[src/rtl/traffic_pkg.sv]
// Shared intersection package: sensor qualifier state encodings and default timing constants.
package traffic_pkg;

  localparam int unsigned SQ_DEBOUNCE_CYCLES = 4;
  localparam int unsigned SQ_HOLD_CYCLES     = 8;
  localparam int unsigned SQ_CNT_W           = 8;
  localparam int unsigned SQ_STUCK_CYCLES    = 1024;

  typedef enum logic [2:0] {
    SQ_IDLE    = 3'd0,
    SQ_ARM     = 3'd1,
    SQ_PRESENT = 3'd2,
    SQ_HOLD    = 3'd3,
    SQ_FAULT   = 3'd4
  } sq_state_e;

  // States in which the farm road is reported as occupied.
  function automatic logic sq_sensor_on(input sq_state_e s);
    return (s == SQ_PRESENT) || (s == SQ_HOLD) || (s == SQ_FAULT);
  endfunction

endpackage

[src/rtl/sensor_qualifier_if.sv]
// Loop-detector qualifier bus: raw detector/clear in, qualified presence and arrival stats out.
interface sensor_qualifier_if #(
  parameter int unsigned CNT_W = 8
) ();

  logic             raw_in;
  logic             clr_count;
  logic             sensor;
  logic             arrival_pulse;
  logic [CNT_W-1:0] vehicle_count;
  logic             sensor_fault;

  modport master (
    output raw_in, clr_count,
    input  sensor, arrival_pulse, vehicle_count, sensor_fault
  );

  modport slave (
    input  raw_in, clr_count,
    output sensor, arrival_pulse, vehicle_count, sensor_fault
  );

endinterface

[src/rtl/sync_2ff.sv]
// Two-stage synchroniser for a single asynchronous input, reset to 0.
module sync_2ff (
  input  logic clk,
  input  logic rst_n,
  input  logic i_d,
  output logic o_q
);

  logic r_meta;

  // Two back-to-back flops give metastability settling time.
  always_ff @(posedge clk or negedge rst_n) begin
    if (!rst_n) begin
      r_meta <= 1'b0;
      o_q    <= 1'b0;
    end else begin
      r_meta <= i_d;
      o_q    <= r_meta;
    end
  end

endmodule

[src/rtl/sensor_qualifier.sv]
// Farm-road loop detector qualifier: synchronise, debounce, bridge short gaps, count arrivals.
// Optional stuck-presence detection is built when STUCK_DETECT_EN is defined.
module sensor_qualifier
  import traffic_pkg::*;
#(
  parameter int unsigned DEBOUNCE_CYCLES = SQ_DEBOUNCE_CYCLES,
  parameter int unsigned HOLD_CYCLES     = SQ_HOLD_CYCLES,
  parameter int unsigned CNT_W           = SQ_CNT_W
`ifdef STUCK_DETECT_EN
  ,
  parameter int unsigned STUCK_CYCLES    = SQ_STUCK_CYCLES
`endif
) (
  input  logic               clk,
  input  logic               rst_n,
  sensor_qualifier_if.slave  bus
);

  localparam int unsigned DEB_W  = $clog2(DEBOUNCE_CYCLES + 1);
  localparam int unsigned HOLD_W = $clog2(HOLD_CYCLES + 1);

  logic              w_s_sync;
  sq_state_e         r_state, w_state_nxt;
  logic [DEB_W-1:0]  r_deb_cnt, w_deb_cnt_nxt;
  logic [HOLD_W-1:0] r_hold_cnt, w_hold_cnt_nxt;
  logic              r_sensor;
  logic              r_arrival;
  logic [CNT_W-1:0]  r_count;

`ifdef STUCK_DETECT_EN
  localparam int unsigned STK_W = $clog2(STUCK_CYCLES + 1);
  logic [STK_W-1:0]  r_stk_cnt, w_stk_cnt_nxt;
  logic              r_fault;
`endif

  sync_2ff u_sync (
    .clk   (clk),
    .rst_n (rst_n),
    .i_d   (bus.raw_in),
    .o_q   (w_s_sync)
  );

  // Next-state logic; counters hold the number of qualifying cycles already seen,
  // so the threshold is met on the cycle that completes the run.
  always_comb begin
    w_state_nxt    = r_state;
    w_deb_cnt_nxt  = r_deb_cnt;
    w_hold_cnt_nxt = r_hold_cnt;
`ifdef STUCK_DETECT_EN
    w_stk_cnt_nxt  = '0;
`endif
    case (r_state)
      SQ_IDLE: begin
        if (w_s_sync) begin
          if (DEBOUNCE_CYCLES <= 1) begin
            w_state_nxt = SQ_PRESENT;
          end else begin
            w_state_nxt   = SQ_ARM;
            w_deb_cnt_nxt = DEB_W'(1);
          end
        end
      end
      SQ_ARM: begin
        if (!w_s_sync) begin
          w_state_nxt = SQ_IDLE;
        end else if ((32'(r_deb_cnt) + 32'd1) >= DEBOUNCE_CYCLES) begin
          w_state_nxt = SQ_PRESENT;
        end else begin
          w_deb_cnt_nxt = r_deb_cnt + DEB_W'(1);
        end
      end
      SQ_PRESENT: begin
        if (!w_s_sync) begin
          if (HOLD_CYCLES <= 1) begin
            w_state_nxt = SQ_IDLE;
          end else begin
            w_state_nxt    = SQ_HOLD;
            w_hold_cnt_nxt = HOLD_W'(1);
          end
        end
`ifdef STUCK_DETECT_EN
        else if ((32'(r_stk_cnt) + 32'd1) >= STUCK_CYCLES) begin
          w_state_nxt = SQ_FAULT;
        end else begin
          w_stk_cnt_nxt = r_stk_cnt + STK_W'(1);
        end
`endif
      end
      SQ_HOLD: begin
        if (w_s_sync) begin
          w_state_nxt = SQ_PRESENT;
        end else if ((32'(r_hold_cnt) + 32'd1) >= HOLD_CYCLES) begin
          w_state_nxt = SQ_IDLE;
        end else begin
          w_hold_cnt_nxt = r_hold_cnt + HOLD_W'(1);
        end
      end
`ifdef STUCK_DETECT_EN
      SQ_FAULT: begin
        if (!w_s_sync) begin
          if (HOLD_CYCLES <= 1) begin
            w_state_nxt = SQ_IDLE;
          end else begin
            w_state_nxt    = SQ_HOLD;
            w_hold_cnt_nxt = HOLD_W'(1);
          end
        end
      end
`endif
      default: w_state_nxt = SQ_IDLE;
    endcase
  end

  // State, counters and registered outputs; sensor/arrival track the next state.
  always_ff @(posedge clk or negedge rst_n) begin
    if (!rst_n) begin
      r_state    <= SQ_IDLE;
      r_deb_cnt  <= '0;
      r_hold_cnt <= '0;
      r_sensor   <= 1'b0;
      r_arrival  <= 1'b0;
    end else begin
      r_state    <= w_state_nxt;
      r_deb_cnt  <= w_deb_cnt_nxt;
      r_hold_cnt <= w_hold_cnt_nxt;
      r_sensor   <= sq_sensor_on(w_state_nxt);
      r_arrival  <= (w_state_nxt == SQ_PRESENT) &&
                    ((r_state == SQ_IDLE) || (r_state == SQ_ARM));
    end
  end

  // Saturating arrival counter; a coincident clear drops that arrival.
  always_ff @(posedge clk or negedge rst_n) begin
    if (!rst_n) begin
      r_count <= '0;
    end else if (bus.clr_count) begin
      r_count <= '0;
    end else if (r_arrival && (r_count != {CNT_W{1'b1}})) begin
      r_count <= r_count + CNT_W'(1);
    end
  end

`ifdef STUCK_DETECT_EN
  // Continuous-presence counter and sticky fault flag.
  always_ff @(posedge clk or negedge rst_n) begin
    if (!rst_n) begin
      r_stk_cnt <= '0;
      r_fault   <= 1'b0;
    end else begin
      r_stk_cnt <= w_stk_cnt_nxt;
      r_fault   <= r_fault | (w_state_nxt == SQ_FAULT);
    end
  end

  assign bus.sensor_fault = r_fault;
`else
  assign bus.sensor_fault = 1'b0;
`endif

  assign bus.sensor        = r_sensor;
  assign bus.arrival_pulse = r_arrival;
  assign bus.vehicle_count = r_count;

endmodule
[src/flat_wrapper.sv]
// flat-port wrapper written by rule: the top's interface ports become plain ports
module sensor_qualifier_flat import traffic_pkg::*;
#(
  parameter int unsigned DEBOUNCE_CYCLES = SQ_DEBOUNCE_CYCLES,
  parameter int unsigned HOLD_CYCLES     = SQ_HOLD_CYCLES,
  parameter int unsigned CNT_W           = SQ_CNT_W

)
  (clk, rst_n, bus_raw_in, bus_clr_count, bus_sensor, bus_arrival_pulse, bus_vehicle_count, bus_sensor_fault);
  sensor_qualifier_if #(.CNT_W(CNT_W)) bus_i ();
  input  logic clk;
  input  logic rst_n;
  input wire logic [$bits(bus_i.raw_in)-1:0] bus_raw_in;
  input wire logic [$bits(bus_i.clr_count)-1:0] bus_clr_count;
  output wire logic [$bits(bus_i.sensor)-1:0] bus_sensor;
  output wire logic [$bits(bus_i.arrival_pulse)-1:0] bus_arrival_pulse;
  output wire logic [$bits(bus_i.vehicle_count)-1:0] bus_vehicle_count;
  output wire logic [$bits(bus_i.sensor_fault)-1:0] bus_sensor_fault;
  assign bus_i.raw_in = bus_raw_in;
  assign bus_i.clr_count = bus_clr_count;
  assign bus_sensor = bus_i.sensor;
  assign bus_arrival_pulse = bus_i.arrival_pulse;
  assign bus_vehicle_count = bus_i.vehicle_count;
  assign bus_sensor_fault = bus_i.sensor_fault;
  sensor_qualifier #(.DEBOUNCE_CYCLES(DEBOUNCE_CYCLES), .HOLD_CYCLES(HOLD_CYCLES), .CNT_W(CNT_W)) u_core (.clk(clk), .rst_n(rst_n), .bus(bus_i));
endmodule
[config.mk]
export PLATFORM = sky130hd
export DESIGN_NAME = sensor_qualifier_flat
export DESIGN_NICKNAME = d
export VERILOG_FILES = /design/src/rtl/traffic_pkg.sv /design/src/rtl/sensor_qualifier_if.sv /design/src/rtl/sync_2ff.sv /design/src/rtl/sensor_qualifier.sv /design/src/flat_wrapper.sv
export SDC_FILE = /design/constraint.sdc
export NUM_CORES = 1
export LEC_CHECK = 0
export CORE_ASPECT_RATIO = 0.8
export CORE_UTILIZATION = 52
export CTS_BUF_LIST = sky130_fd_sc_hd__clkbuf_2 sky130_fd_sc_hd__clkbuf_4 sky130_fd_sc_hd__clkbuf_8
export DETAILED_ROUTE_END_ITERATION = 12
export DONT_BUFFER_PORTS = 1
export GPL_ROUTABILITY_DRIVEN = 0
export PLACE_DENSITY = 0.67
export SYNTH_ARGS = -nofsm -noshare
export SYNTH_HDL_FRONTEND = slang
export SYNTH_SLANG_ARGS = --single-unit
[constraint.sdc]
create_clock -name clk -period 1.72 [get_ports clk]
set_input_delay 0.172 -clock clk [delete_from_list [all_inputs] [get_ports clk]]
set_output_delay 0.172 -clock clk [all_outputs]
set_load 0.02 [all_outputs]
==> results.cfg, run 1 <==
[finish]
antennaDiodeCount = 0
instances_no_fill = 142
fin_area_sq_um = 1220
drive_gt1_share_pct = 15.3
num-fill-cells = 157
fin_nets = 127
syn2layout_area_growth_pct = 13.1
utilization_pct = 63.5

[timing]
period_needed_ns = 1.57
max_freq_ghz = 0.639
skew_ns = 0.0116
tightest_slew_ns = 0.961
rsz0062_at_grt = no
final-hold-violation-count = 0
slew_violations = 0
relSlewSlack_pct = 35.7
setup_viol = 0
setup_tns_ns = 0
final.setup.worst_slack_ns = 0.155
period_share_pct = 91.0

[place]
placed_cells_incl_taps = 134
place_area_sq_um = 1150
hpwl_microns = 1520
post-place-ws_ns = 0.0900
io_buffers = 0

[global_route]
grt_pass1_vias = 761
grt_antenna_before_repair = 0
grt_overflow = 0
grt_usage_pct = 21.2
grt_pass1_wl_microns = 3370
grt_max_degree = 23

[pwr]
leakage_nw = 0.544
max-vdd-ir-drop_v = 0.000697
powerDensity_nw_per_um2 = 905

[clock_network]
cts_sinks = 22
clk_pin_slew_ns = 0.12
cts_buffer_depth = 2
cts_tree = done
h-tree-depth = 1
numCtsBuffers = 3
cts_root_buf = clkbuf_4
clkLatencyLatePin_ns = 0.31

[floorplan]
start_util_pct = 56.2
die_y_microns = 42.8
coreArea_sq_um = 1930
io_pins = 15
rows = 14
die_w_microns = 53.0
dieArea_sq_um = 2270

[setup_path]
crit_path_end_kind = register
cp.arrival_ns = 1.78
critPathMaxFanout = 7
start_kind = register
cp.required_ns = 1.93
path_class = reg2reg

[synth]
ys_types = 40
synth-main-ff-cell = dfrtp_1
synth_top_area_cell = dfrtp_1
ys_ff_latch = 22
synth_area_leaders = dfrtp_1 51%, ha_1 4.6%, nand2_1 3.8%, nor2_1 3.8%, a21oi_1 3.7%
synth_common_cells = 22 x dfrtp_1, 11 x nand2_1, 11 x nor2_1, 8 x a21oi_1, 6 x nand3_1
yosysTopAreaCellShare_pct = 50.9
netlist_instances = 106
ys_seq_area_share_pct = 50.9
synth_most_common_cell = dfrtp_1
syn-cell-area_sq_um = 1080
synth.avg_cell_area_sq_um = 10.2
ys_warn_count = 0
synth_edf_count = 0
async_flop_share_pct = 100

[outcome]
status = finished clean

[route]
routed-via-count = 825
viasPerCell = 5.81
first_iter_violations = 27
detail-route-antenna-nets = 0
drc = 0
wl_microns = 2140
wire_per_inst_microns = 15.0
dr.pass1.iters = 4

[min_path]
hold_class = in2reg

[flow_run]
cap_viol_max_count = 0
## report_power, final
group / switching, mW / internal, mW / leakage (nW)
clock: 0.150 / 0.129 / 0.0210
combinational: 0.116 / 0.0882 / 0.230
sequential: 0.0642 / 0.560 / 0.293
## cells by family after synthesis
group | after synthesis | share of synthesized area [%]
AO/OA/AOI/OAI | 22 | 14.1
XOR/XNOR | 2 | 1.62
adder cells (fa/ha/maj) | 4 | 4.62
buffers and inverters | 5 | 2.08
flip-flops | 22 | 50.9
multiplexers | 2 | 1.85
other | 1 | 0.346
AND/OR/NAND/NOR | 48 | 24.5
## state kept, by name (all words and copies together), names as in the netlist
signal and count:
u_core.bus.vehicle_count 8, u_core.bus.sensor 1, u_core.r_deb_cnt 3, u_core.bus.arrival_pulse 1
u_core.u_sync.o_q 1, u_core.r_state 3, u_core.r_hold_cnt 4, u_core.u_sync.r_meta 1
## worst max-delay path: stages (launching register included)
cell,delay [ns]
dfrtp_1,0.46
ha_1,0.23
nand4b_1,0.21
a21oi_2,0.23
nor3_1,0.10
nor4_1,0.26
## path summary, 6_finish.rpt
| check | from | to | slack [ns] | cells after the start |
|---|---|---|---|---|
| worst min-delay path | bus_clr_count | u_core.bus.vehicle_count[5] | 0.03 | 2 |
| worst min register to register | u_core.u_sync.r_meta | u_core.u_sync.o_q | 0.37 | 0 |
| max in group asynchronous | rst_n | u_core.bus.vehicle_count[6] | 0.68 | 1 |
| min in group asynchronous | rst_n | u_core.r_state[1] | 0.44 | 1 |
| worst max register to register | u_core.r_hold_cnt[0] | u_core.bus.sensor | 0.15 | 5 |
| worst max-delay path | u_core.r_hold_cnt[0] | u_core.bus.sensor | 0.15 | 5 |
## timing repair
| action | 4_1_cts | 5_1_grt |
|---|---|---|
| hold endpoints to repair | 30 | 0 |
| gates resized for setup | 0 | 1 |
| buffers inserted | 0 | 1 |
| hold buffers | 3 | 0 |
| endpoints found under the setup margin | 0 | 4 |
## area by class of cell
cell class                      count  area [sq um]  area share (%)
Timing Repair Buffer               10          82.6            6.75
Inverter                            2          7.51           0.613
Sequential cell                    22           551            45.0
Tap cell                           24          30.0            2.45
Clock buffer                        4          36.3            2.97
Multi-Input combinational cell     80           517            42.2
## per-layer routing
layer | GRT usage, % | wire [microns] | share of wire [%]
met3 | 7.89 | 143 | 6.7
met5 | 0 | 0 | 0
met2 | 30.6 | 988 | 46
met1 | 29.5 | 989 | 46
met4 | 6.32 | 13 | 0.61
## through the flow
step           power, mW  hold slack [ns]
2_1_floorplan      0.779           -0.124
3_3_place_gp       0.807           -0.123
3_5_place_dp       0.821           -0.123
4_1_cts             1.12          0.00818
5_1_grt             1.17           0.0267
6_report            1.11           0.0297
## cells in the final DEF, fill, tap and decap left out, types with 2 or more instances in the layout
cell type	count
a211oi_1	2
a21oi_1	7
a31oi_1	2
and2_1	2
buf_4	7
clkbuf_4	3
conb_1	2
dfrtp_1	22
dlygate4sd3_1	3
ha_1	4
inv_1	2
mux2i_1	2
nand2_1	11
nand3_1	6
nand4_1	2
nor2_1	11
nor2b_1	2
nor3_1	2
nor4_1	2
o21ai_0	2
Note: power is estimated with default switching activity, not from simulation.
==> run 2, diff against run 1 <==
Settings changed: HOLD_SLACK_MARGIN set to 0.05, SKIP_CTS_REPAIR_TIMING set to 1.
==> results.cfg, run 2 (synthesis results as in run 1) <==
[clock_network]
clk_pin_slew_ns = 0.11
cts_buffer_depth = 2
h-tree-depth = 1
clkLatencyLatePin_ns = 0.31
numCtsBuffers = 3
cts_tree = done
cts_sinks = 22
cts_root_buf = clkbuf_4

[global_route]
grt_pass1_vias = 755
grt_max_degree = 23
grt_antenna_before_repair = 0
grt_pass1_wl_microns = 3290
grt_overflow = 0
grt_usage_pct = 20.7

[route]
drc = 0
wl_microns = 2120
dr.pass1.iters = 4
first_iter_violations = 33
routed-via-count = 829
wire_per_inst_microns = 14.8
viasPerCell = 5.80
detail-route-antenna-nets = 0

[floorplan]
coreArea_sq_um = 1930
dieArea_sq_um = 2270
die_y_microns = 42.8
start_util_pct = 56.2
rows = 14
die_w_microns = 53.0
io_pins = 15

[timing]
whs_ns = 0.275
slew_violations = 0
period_needed_ns = 1.62
final-hold-violation-count = 0
max_freq_ghz = 0.618
period_share_pct = 94.1
setup_viol = 0
skew_ns = 0.00758

[setup_path]
crit_chain = ha_1, nand4b_1, a21oi_2, nor3_1, nor4_1
critical_path_buf_inv_count = 0
cp.required_ns = 1.93
start_kind = register
critPathMaxFanout = 7
cp_top_family = simple AND/OR/NAND/NOR gates
slowest_delay_ns = 0.46
crit_path_end_kind = register
cp_slowest_cell = dfrtp_1
cp.arrival_ns = 1.83
path_class = reg2reg

[finish]
final_common_cell = dfrtp_1
final_cell_mix = 22 x dfrtp_1, 11 x nand2_1, 11 x nor2_1
num-fill-cells = 157
fin_nets = 128
drive_gt1_share_pct = 16.0
antennaDiodeCount = 0
fin_area_sq_um = 1240
largest_reg_flops = 8
syn2layout_area_growth_pct = 14.9

[place]
place_area_sq_um = 1150
io_buffers = 0
hpwl_microns = 1520

[pwr]
powerDensity_nw_per_um2 = 893
max-vdd-ir-drop_v = 0.000697
leakage_nw = 0.553

[min_path]
hold_class = in2async

[flow_run]
cap_viol_max_count = 0

[outcome]
status = finished clean
run 2: cell count changes in the layout (fill, tap and decap cells not counted):
cell    change
buf_12      +1
run 2: metrics by stage:
step	power, mW	worst slack (ns)	cells	util, %	setup TNS (ns)
2_1_floorplan	0.779	0.148	107	-	0
3_3_place_gp	0.807	0.224	134	59.5	0
3_5_place_dp	0.821	0.0900	134	59.5	0
4_1_cts	1.10	0.0633	138	61.4	0
5_1_grt	1.17	-0.0385	143	64.5	-0.0706
6_report	1.11	0.102	143	64.5	0
run 2: power breakdown:
part           switching (mW)  total (mW)  leakage (nW)  internal (mW)
clock                   0.146       0.275        0.0210          0.129
sequential             0.0655       0.626         0.293          0.560
combinational           0.117       0.209         0.239         0.0926
total                   0.328        1.11         0.553          0.782
run 2: routing by layer:
metal / vias up / share of wire [%] / track usage [%]
li1: 406 / - / -
met1: 390 / 47 / 28.3
met2: 31 / 47 / 30.4
met3: 2 / 5.2 / 7.53
met4: 0 / 0.61 / 6.32
met5: - / 0 / 0
run 2: layout make-up:
class | count | area, sq um | share of cell area (%)
sequential | 22 | 551 | 44.3
tap | 24 | 30.0 | 2.41
timing repair buffer | 11 | 103 | 8.25
multi-input combinational | 80 | 517 | 41.5
inverter | 2 | 7.51 | 0.604
clock buffer | 4 | 36.3 | 2.92
run 2: final timing paths:
path | endpoint | start | slack (ns) | cells after the start
hold reg to reg | u_core.u_sync.o_q | u_core.u_sync.r_meta | 0.37 | 0
min in group clk | u_core.u_sync.o_q | u_core.u_sync.r_meta | 0.37 | 0
hold / removal | u_core.r_state[1] | rst_n | 0.27 | 2
setup reg to reg | u_core.r_state[1] | u_core.r_hold_cnt[0] | 0.10 | 5
max in group asynchronous | u_core.bus.vehicle_count[6] | rst_n | 1.30 | 2
setup / recovery | u_core.r_state[1] | u_core.r_hold_cnt[0] | 0.10 | 5
